### config.mk
export PLATFORM = sky130hd
export DESIGN_NAME = otn_mapper
export DESIGN_NICKNAME = d
export VERILOG_FILES = /design/src/rtl/otn_mapper.sv
export SDC_FILE = /design/constraint.sdc
export NUM_CORES = 1
export LEC_CHECK = 0
export BUFFER_PORTS_ARGS = -buffer_cell sky130_fd_sc_hd__buf_2
export CAP_MARGIN = 20
export CELL_PAD_IN_SITES_DETAIL_PLACEMENT = 0
export CELL_PAD_IN_SITES_GLOBAL_PLACEMENT = 1
export CORE_ASPECT_RATIO = 0.9
export CORE_UTILIZATION = 42
export DETAILED_ROUTE_END_ITERATION = 10
export GPL_TIMING_DRIVEN = 0
export MAX_ROUTING_LAYER = met4
export PLACE_DENSITY = 0.86
export SLEW_MARGIN = 5
export SYNTH_ARGS = -nofsm -noshare
export SYNTH_HDL_FRONTEND = slang
export SYNTH_SLANG_ARGS = --single-unit
### constraint.sdc
create_clock -name i_clk -period 1.9 [get_ports i_clk]
set_input_delay 0.285 -clock i_clk [delete_from_list [all_inputs] [get_ports i_clk]]
set_output_delay 0.285 -clock i_clk [all_outputs]
set_load 0.005 [all_outputs]
### src/rtl/otn_mapper.sv
// otn_mapper: sender-side OTN framer/mapper, serializes FAS + MFAS + payload (+ optional BIP-8) MSB-first
// Ports:
//   i_clk, i_rst                  clock, asynchronous active-high reset
//   i_pld_data/i_pld_valid/o_pld_ready  client payload byte stream (ready/valid)
//   i_fifo_ready                  downstream FIFO accepts a bit this cycle
//   o_frame_data/o_frame_data_valid/o_frame_data_fas  registered serial bit, its valid, FAS marker
// Optional feature: define OTN_MAPPER_BIP8_EN to append a BIP-8 byte over the payload.
module otn_mapper #(
    parameter int          PAYLOAD_BYTES = 16,
    parameter logic [47:0] FAS_PATTERN   = 48'hF6F6F6282828
) (
    input  logic       i_clk,
    input  logic       i_rst,
    input  logic [7:0] i_pld_data,
    input  logic       i_pld_valid,
    output logic       o_pld_ready,
    input  logic       i_fifo_ready,
    output logic       o_frame_data,
    output logic       o_frame_data_valid,
    output logic       o_frame_data_fas
);
    localparam int BW = $clog2(PAYLOAD_BYTES > 6 ? PAYLOAD_BYTES : 6);

    typedef enum logic [2:0] {
        IDLE,
        FAS,
        MFAS,
`ifdef OTN_MAPPER_BIP8_EN
        PLD,
        BIP
`else
        PLD
`endif
    } state_t;

    state_t        state_q;
    logic [BW-1:0] byte_idx_q;
    logic [2:0]    bit_idx_q;
    logic [7:0]    mfas_q;
    logic [7:0]    pld_q;
`ifdef OTN_MAPPER_BIP8_EN
    logic [7:0]    bip_q;
`endif
    logic          data_q;
    logic          valid_q;
    logic          fas_q;

    logic          adv;
    logic          cur_bit;
    logic          bit0;
    logic          last_byte;
    logic [7:0]    pld_byte;
    logic [5:0]    fas_idx;

    always_comb begin
        bit0      = bit_idx_q == 3'd0;
        last_byte = byte_idx_q == BW'(PAYLOAD_BYTES - 1);
        // {byte,bit} is 8*byte+bit; FAS is at most 6 bytes so 3 byte bits suffice
        fas_idx   = 6'd47 - {byte_idx_q[2:0], bit_idx_q};
        // the first payload bit goes straight from the client bus, later bits from the captured byte
        pld_byte  = bit0 ? i_pld_data : pld_q;
        adv       = i_fifo_ready && state_q != IDLE && !(state_q == PLD && bit0 && !i_pld_valid);
`ifdef OTN_MAPPER_BIP8_EN
        cur_bit   = state_q == FAS  ? FAS_PATTERN[fas_idx] :
                    state_q == MFAS ? mfas_q[~bit_idx_q] :
                    state_q == PLD  ? pld_byte[~bit_idx_q] : bip_q[~bit_idx_q];
`else
        cur_bit   = state_q == FAS  ? FAS_PATTERN[fas_idx] :
                    state_q == MFAS ? mfas_q[~bit_idx_q] : pld_byte[~bit_idx_q];
`endif
    end

    assign o_pld_ready        = state_q == PLD && bit0 && i_fifo_ready;
    assign o_frame_data       = data_q;
    assign o_frame_data_valid = valid_q;
    assign o_frame_data_fas   = fas_q;

    always_ff @(posedge i_clk or posedge i_rst) begin
        if (i_rst) begin
            state_q    <= IDLE;
            byte_idx_q <= '0;
            bit_idx_q  <= '0;
            mfas_q     <= '0;
            pld_q      <= '0;
`ifdef OTN_MAPPER_BIP8_EN
            bip_q      <= '0;
`endif
            data_q     <= 1'b0;
            valid_q    <= 1'b0;
            fas_q      <= 1'b0;
        end else begin
            valid_q <= adv;
            fas_q   <= adv && state_q == FAS;
            if (state_q == IDLE) begin
                if (i_pld_valid) state_q <= FAS;
            end else if (adv) begin
                data_q    <= cur_bit;
                bit_idx_q <= bit_idx_q + 3'd1;
                if (state_q == PLD && bit0) begin
                    pld_q <= i_pld_data;
`ifdef OTN_MAPPER_BIP8_EN
                    bip_q <= bip_q ^ i_pld_data;
`endif
                end
                if (bit_idx_q == 3'd7) begin
                    case (state_q)
                        FAS: begin
                            byte_idx_q <= byte_idx_q == BW'(5) ? '0 : byte_idx_q + BW'(1);
                            if (byte_idx_q == BW'(5)) state_q <= MFAS;
                        end
                        MFAS: state_q <= PLD;
                        PLD: begin
                            byte_idx_q <= last_byte ? '0 : byte_idx_q + BW'(1);
                            if (last_byte) begin
`ifdef OTN_MAPPER_BIP8_EN
                                state_q <= BIP;
`else
                                mfas_q  <= mfas_q + 8'd1;
                                state_q <= i_pld_valid ? FAS : IDLE;
`endif
                            end
                        end
`ifdef OTN_MAPPER_BIP8_EN
                        BIP: begin
                            mfas_q  <= mfas_q + 8'd1;
                            bip_q   <= '0;
                            state_q <= i_pld_valid ? FAS : IDLE;
                        end
`endif
                        default: ;
                    endcase
                end
            end
        end
    end
endmodule

Word level (Yosys, flattened, before mapping). Memory sizes are Yosys's and may differ from the RTL's. Cells that the tools add are included.

Add/sub/neg operators: 4. Multiply operators: 0. Divide/modulo/power cells: 0. $lt $le $gt $ge: 2. Equal/unequal tests: 9. Shifts and indexed selects: 0. Mux-type cells: 19. Bitwise logic cells: 2. Reduce and logical (&&, ||, !) cells: 20.

Operator list (count): two-way mux 3 bit (6); one-hot mux 3 bit (3 select lines) (1); adder 8 x 1 -> 8 bit (second input constant) (1); two-way mux 4 bit (2); two-way mux 8 bit (1); one-hot mux 4 bit (2 select lines) (1); less-than comparator 6 x 7 -> 1 bit (second input constant) (1); binary-select mux 1 bit (select 3 bit) (2); equality test 3 x 2 -> 1 bit (second input constant) (2); logical AND 1 bit (6); logical NOT 3 bit (2); two-way mux 1 bit (6); AND reduction 6 bit (1); nonzero test 2 bit (3); subtractor 6 bit (first input constant) (1); AND reduction 5 bit (1); adder 4 x 1 -> 4 bit (second input constant) (1); equality test 4 x 3 -> 1 bit (second input constant) (1); equality test 4 bit (second input constant) (1); less-than comparator 3 x 4 -> 1 bit (second input constant) (1); AND reduction 4 bit (1); nonzero test 4 bit (1); adder 3 x 1 -> 3 bit (second input constant) (1); equality test 3 x 1 -> 1 bit (second input constant) (1); 10 further kinds (11).

Register bits: 29. Latch bits: 0. Memory bits (writable): 0. ROM bits: 64. Output and inout port bits: 4. Memories: 1.

Memories: (name not given) (words 64, bits a word 1, rd ports 1, clocked after memory_dff 0, write ports 0, RTL line 68) `cur_bit = state_q == FAS ? FAS_PATTERN[fas_idx] :`.

Longest topological paths before layout. Gate-level depths: netlist of the first run.

Depth in word-level cells: 7. Gate-level depth with buffers: 8. Depth with buffers taken out: 7.

Least setup slack after synthesis of the first run. No wires, ideal clock.

Path type: register to register. From: register bit_idx_q[0]. To: register data_q (netlist: o_frame_data). Library setup time: 0.131 ns. Data arrival time: 1.891 ns. Data required time: 1.769 ns. Path slack: -0.122 ns. Cell stages (with the launch flop): 8. Period minus slack after synthesis: 2.022 ns. Path through: dfrtp_1 -> inv_1 -> ha_1 -> nor2b_4 -> buf_6 -> mux4_2 -> o211ai_2 -> a31oi_1.

Word-level cells in the longest chain between the ends: 6. Elaborated cells between the ends (all ways): 17.

Ends and longest elaborated chain: start: declaration (RTL line 38) `logic [2:0] bit_idx_q;`; start signal: assignment (RTL line 98) `bit_idx_q <= bit_idx_q + 3'd1;`; parallel branches: the longest is 6 deep, another holds subtractor 6 bit; end signal: assignment (RTL line 97) `data_q <= cur_bit;`; end: declaration (RTL line 44) `logic data_q;`.

Several ways; the timed one is not identified. The select of a mux whose other input is x is not followed. A chain may end at the register's enable or synchronous reset.

Worst setup path in the final report of the first run. Same ends and word-level chain as after synthesis.

==> out/metrics.cfg, run 1 <==
[critical_path]
critPathSlowestCell=mux4_2
reg2reg_from=bit_idx_q[0]
critPathBufInv=2
r2r_cells=7
cp_num_cells=7
worstSetupPathType=flip-flop to flip-flop
crit_path_end_kind=flip-flop
crit_path_cell_trace=clkinv_4 > ha_4 > nor2b_4 > buf_6 > mux4_2 > o211ai_2 > a31oi_1
startpoint_type=flip-flop
max_stage_delay_ns=0.51
setup.worst_path.start=bit_idx_q[0]
crit_end=o_frame_data
rrSetupSlack_ns=0.05
arrival_ns=2.02
crit_family=multiplexers
reg2reg_to=o_frame_data
required_ns=2.06
path_max_fanout=6

[timing]
relSlewSlack_pct=78.8
fmax_mhz=539
whs_ns=0.235
finClkSkew_ns=0.00342
fin_crit_sh_pct=97.6
fin_crit_ns=1.85
final_hold_viol_count=0
worst_pin_slew_ns=0.316
setup_tns_ns=0
grt_setup_unrepaired=true
setup_viol=0
slew_viol_final=0

[die]
start_util_pct=44.7
floorplan.core_area_mm2=0.00378
io_pins=16
die_y_um=62.2
dieWidth_um=68.9
rows=21
die_area_mm2=0.00429

[global_routing]
antenna_found_initial=0
grt_usage_pct=19.5
grt_max_degree=29
grt_pass1_wl_mm=6.01
first_global_vias=1284
grt_overflow=0

[cts]
clock_sinks=28
path_clk_slew_ns=0.09
cts_buffers=3
clk_path_buf_depth=2
clk_latency_ns=0.27
tritoncts=built
cts_root_buf=clkbuf_8
h-tree-depth=1

[layout]
synthToLayoutAreaGrowth_pct=25.7
nFillCells=319
layout_commonest_cell=dfrtp_1
final_cell_mix=dfrtp_1 (25), buf_4 (17), buf_2 (15)
diodes=0
drive_above_1_share_pct=43.3
multi_input_area_um2=971
fin_nets=213
seq_area_um2=704

[power]
powerDensity_mw_per_mm2=1440
seq_power_share_pct=32.9
switchingPower_uw=1160
clock_power_share_pct=11.9
swShare_pct=38.1
p_int_uw=1890
p_leak_uw=0.000994
ir_drop_uv=914
comb_power_share_pct=55.2

[route]
num_vias=1295
wl_per_cell_um=16.6
vias_per_cell=5.56
remaining_drc_errors=0
firstDrtPassIters=4
wirelength_mm=3.88
drtIter0Drc=29
ant_nets=0

[job]
cap_viol_max_count=0

[placement]
dpl.hpwl_mm=2.66
port_buffers=15
place_congestion=0.805

[logic_synthesis]
avgSynthCellArea_um2=11.4
yosys_warnings=0
ys_types=40
synth.yosys.seq_area_share_pct=41.4
synth_nets=174
syn_area_mm2=0.00169
ys_ff_latch=28
synth_cells=149

[status]
status=finished, final reports clean

[min_path]
hp-class=primary input to flip-flop

==> what timing repair did <==
| item | CTS | global route |
|---|---|---|
| setup buffers | 3 | 14 |
| hold buffers | 0 | 1 |
| pin swaps | 1 | 6 |
| endpoints found under the hold margin | 0 | 5 |
| endpoints found under the setup margin | 18 | 16 |
| gates resized for setup | 8 | 19 |
==> Yosys cell counts (all sizes together) <==
| master | instances | area share [%] |
|---|---|---|
| a311oi | 1 | 0.52 |
| nor3b | 2 | 0.89 |
| inv | 10 | 2.2 |
| nand2b | 1 | 0.37 |
| buf | 4 | 2.3 |
| and2 | 1 | 0.37 |
| nor2 | 4 | 0.89 |
| mux2i | 5 | 3.0 |
| o21ai | 8 | 2.4 |
| nor2b | 3 | 1.6 |
| xor2 | 2 | 1.0 |
| or3 | 1 | 0.37 |
| nand3 | 11 | 4.3 |
| a31oi | 4 | 1.5 |
| and4 | 1 | 0.52 |
| mux2 | 13 | 8.7 |
| nand4 | 1 | 0.37 |
| o22ai | 1 | 0.37 |
| o31ai | 1 | 0.44 |
| mux4 | 3 | 4.0 |
| nand2 | 6 | 1.3 |
| or2 | 1 | 0.37 |
| nor3 | 4 | 1.2 |
| nand4bb | 1 | 1.6 |
| a221oi | 1 | 0.52 |
| and3 | 4 | 1.6 |
| nor4 | 1 | 0.37 |
| dfrtp | 28 | 41 |
| ha | 13 | 9.6 |
| a21oi | 3 | 0.89 |
| xnor2 | 6 | 3.1 |
| o211ai | 2 | 1.2 |
| nand3b | 1 | 0.44 |
| o21a | 1 | 0.44 |
==> per-layer routing <==
layer / wire length (um) / share of wire (%) / vias to the layer above / GRT usage [%]
met4: 46 / 1.2 / 0 / 3.06
met5: 0 / 0 / - / -
met3: 124 / 3.2 / 6 / 4.41
met1: 1790 / 46 / 640 / 25.7
li1: - / - / 622 / -
met2: 1920 / 49 / 27 / 30.9
==> power by group through the flow <==
stage / Sequential, uW / Clock [uW] / Combinational [uW]
after CTS: 988 / 383 / 1370
final: 1010 / 364 / 1690
after global routing: 1030 / 400 / 1830
after global placement: 996 / 0 / 1190
after detailed placement: 1020 / 0 / 1270
after floorplan: 963 / 0 / 986
==> final cells by class <==
| class | instances | area share [%] |
|---|---|---|
| Multi-Input combinational cell | 107 | 45.7 |
| Sequential cell | 28 | 33.1 |
| Clock buffer | 4 | 2.59 |
| Buffer | 4 | 2.47 |
| Tap cell | 46 | 2.71 |
| Inverter | 10 | 2.12 |
| Timing Repair Buffer | 34 | 11.3 |
==> registers in the layout, indices dropped and copies added, names as in the netlist <==
name,flops
o_frame_data_fas,1
state_q,2
pld_q,8
byte_idx_q,4
bit_idx_q,3
o_frame_data,1
o_frame_data_valid,1
mfas_q,8
==> how the worst min path moves through the flow <==
stage	start	endpoint	slack, ns	cells past startpoint
global placement	mfas_q[7]	mfas_q[7]	0.46	1
finish	i_pld_data[3]	pld_q[3]	0.24	2
detailed placement	pld_q[6]	pld_q[6]	0.49	1
CTS	i_pld_data[3]	pld_q[3]	0.23	2
global route	i_pld_data[3]	pld_q[3]	0.24	2
floorplan	i_rst	bit_idx_q[0]	0.35	1
==> logic make-up (layout without fill, tap and decap cells) <==
| group | after synthesis | count (layout) | share of synthesized area (%) |
|---|---|---|---|
| xor+xnor | 8 | 8 | 4.14 |
| simple gates | 43 | 43 | 16.5 |
| fa+ha+maj | 13 | 13 | 9.62 |
| buf+inv | 14 | 52 | 4.51 |
| flops | 28 | 28 | 41.4 |
| mux | 21 | 21 | 15.6 |
| compound gates | 22 | 22 | 8.21 |
==> metrics by stage <==
stage	utilization [%]	instance area (um^2)	setup slack (ns)	std cells	total power [uW]
floorplan	-	1700	0.00805	149	1950
global placement	48.5	1840	-0.185	210	2190
detailed placement	48.5	1840	-0.212	210	2280
CTS	51.1	1930	-0.00798	217	2740
global route	56.2	2130	-0.0269	233	3260
finish	56.2	2130	0.0454	233	3060
Note: power is estimated with default switching activity, not from simulation.
==> run 2: changes to the inputs <==
- ABC_AREA: not set -> 1
- CORE_ASPECT_RATIO: 0.9 -> 1.25
- CORE_UTILIZATION: 42 -> 39
==> out/metrics.cfg, run 2 <==
[status]
status=finished, final reports clean

[power]
powerDensity_mw_per_mm2=1300
p_int_uw=1590
swShare_pct=42.2
clock_power_share_pct=11.5
seq_power_share_pct=34.0
switchingPower_uw=1160
comb_power_share_pct=54.4
p_leak_uw=0.00110
ir_drop_uv=591

[global_routing]
grt_overflow=0
grt_max_degree=17
use_met1_pct=20.2
grt_pass1_wl_mm=5.51
grt-busiest-layer=met2
grt_usage_pct=15.5
grtUsageMet3_pct=2.19
met2_usage_pct=24.7
first_global_vias=1294
antenna_found_initial=0

[logic_synthesis]
ys_ff_latch=28
synth_ff_type=dfrtp_1
synth_edf_count=0
synth_nets=249
avgSynthCellArea_um2=7.81
synth_cells=224
syn_area_mm2=0.00175
yosys-top-cells-area=dfrtp_1 (40%), ha_1 (9.3%), nand2_1 (9.2%)
async_reset_ff_share_pct=100
synth_common_cells=nand2_1 (43), inv_1 (37), dfrtp_1 (28)
ys_types=27
yosys.area.top_type_share_pct=40.1
yosys_warnings=0
synth.most_common_cell=nand2_1
yosys.area.top_type=dfrtp_1
synth.yosys.seq_area_share_pct=40.1

[critical_path]
reg2reg_from=bit_idx_q[0]
r2r_cells=12
path_max_fanout=6
startpoint_type=flip-flop
arrival_ns=1.52
reg2reg_to=mfas_q[6]
worstSetupPathType=flip-flop to output port
required_ns=1.62
rrSetupSlack_ns=0.12
crit_path_end_kind=output port

[placement]
dpl.hpwl_mm=2.50
port_buffers=15
place_area_mm2=0.00192
place_congestion=0.761

[layout]
design_area_mm2=0.00211
top_regs=mfas_q: 8 flops, pld_q: 8 flops, byte_idx_q: 4 flops
synthToLayoutAreaGrowth_pct=20.8
drive_above_1_share_pct=21.4
diodes=0
nFillCells=411
final_cell_mix=nand2_1 (43), inv_1 (36), nand3_1 (27), dfrtp_1 (27), nor2_1 (16)
fin_nets=284
layout_commonest_cell=nand2_1

[cts]
h-tree-depth=1
tritoncts=built
cts_root_buf=clkbuf_8
clk_latency_ns=0.27
cts_buffers=3
path_clk_slew_ns=0.09
clock_sinks=28
clk_path_buf_depth=2

[timing]
relSlewSlack_pct=60.5
worst_pin_slew_ns=0.592
fmax_mhz=556
grt_setup_unrepaired=true
slew_viol_final=0
setup_tns_ns=0
setup_viol=0
whs_ns=0.0610
final_hold_viol_count=0
fin_crit_sh_pct=94.7
fin_crit_ns=1.80
finClkSkew_ns=0.00475

[route]
num_vias=1458
firstDrtPassIters=4
drtIter0Drc=49
ant_nets=0
remaining_drc_errors=0
wirelength_mm=3.44
wl_per_cell_um=11.0
vias_per_cell=4.66

[die]
die_y_um=76.9
start_util_pct=41.7
die_area_mm2=0.00476
floorplan.core_area_mm2=0.00420
dieWidth_um=61.9
io_pins=16
rows=26

[job]
cap_viol_max_count=0

[min_path]
hp-class=primary input to async pin

run 2: layout make-up:
type	instances	area (um^2)	share of cell area (%)
multi-input combinational	153	921	43.6
sequential	28	702	33.2
tap	56	70.1	3.32
inverter	40	155	7.34
buffer	3	16.3	0.770
clock buffer	3	41.3	1.95
timing repair buffer	30	208	9.83
run 2: worst max-delay path by stage:
stage | start | endpoint | cells past startpoint
3_3_place_gp | bit_idx_q[0] | byte_idx_q[3] | 12
3_5_place_dp | bit_idx_q[0] | mfas_q[6] | 12
6_report | bit_idx_q[1] | o_pld_ready | 5
4_1_cts | bit_idx_q[0] | mfas_q[6] | 12
5_1_grt | bit_idx_q[0] | mfas_q[6] | 12
2_1_floorplan | bit_idx_q[0] | mfas_q[6] | 12
run 2: critical path, cell delays in order (launching register included):
cell,delay (ns)
dfrtp_2,0.42
inv_1,0.16
ha_4,0.22
nand2_8,0.07
nor3b_1,0.22
buf_2,0.15
run 2: power by group through the flow:
| stage | registers, uW | clock network [uW] | logic, uW |
|---|---|---|---|
| after floorplan | 933 | 0 | 977 |
| after global placement | 960 | 0 | 1210 |
| after detailed placement | 968 | 0 | 1230 |
| after CTS | 941 | 337 | 1310 |
| after global routing | 966 | 362 | 1710 |
| final | 937 | 317 | 1500 |
run 2: stage by stage:
step / util [%] / total power (uW) / instances / setup WS (ns)
final: 50.4 / 2750 / 313 / 0.100
after global routing: 50.4 / 3040 / 313 / -0.0208
after CTS: 47.4 / 2590 / 300 / 0.0226
after detailed placement: 45.8 / 2200 / 296 / -0.298
after global placement: 45.1 / 2170 / 295 / -0.304
after floorplan: - / 1910 / 224 / 0.00883
run 2: metal layers:
layer / wire, um / up-vias
met5: 0 / -
met1: 1710 / 663
met2: 1670 / 10
li1: - / 783
met4: 21 / 0
met3: 44 / 2
run 2: kinds of logic after synthesis:
logic type | share of synthesized area [%]
adder cells (fa/ha/maj) | 9.30
XOR/XNOR | 3.00
buffers and inverters | 9.44
AND/OR/NAND/NOR | 27.5
flip-flops | 40.1
AO/OA/AOI/OAI | 10.7
run 2: timing repair:
| action | CTS | global route |
|---|---|---|
| setup buffers | 1 | 13 |
| resized for setup | 5 | 8 |
| pin swaps | 0 | 3 |
| hold buffers | 0 | 0 |
| endpoints found under the setup margin | 24 | 17 |
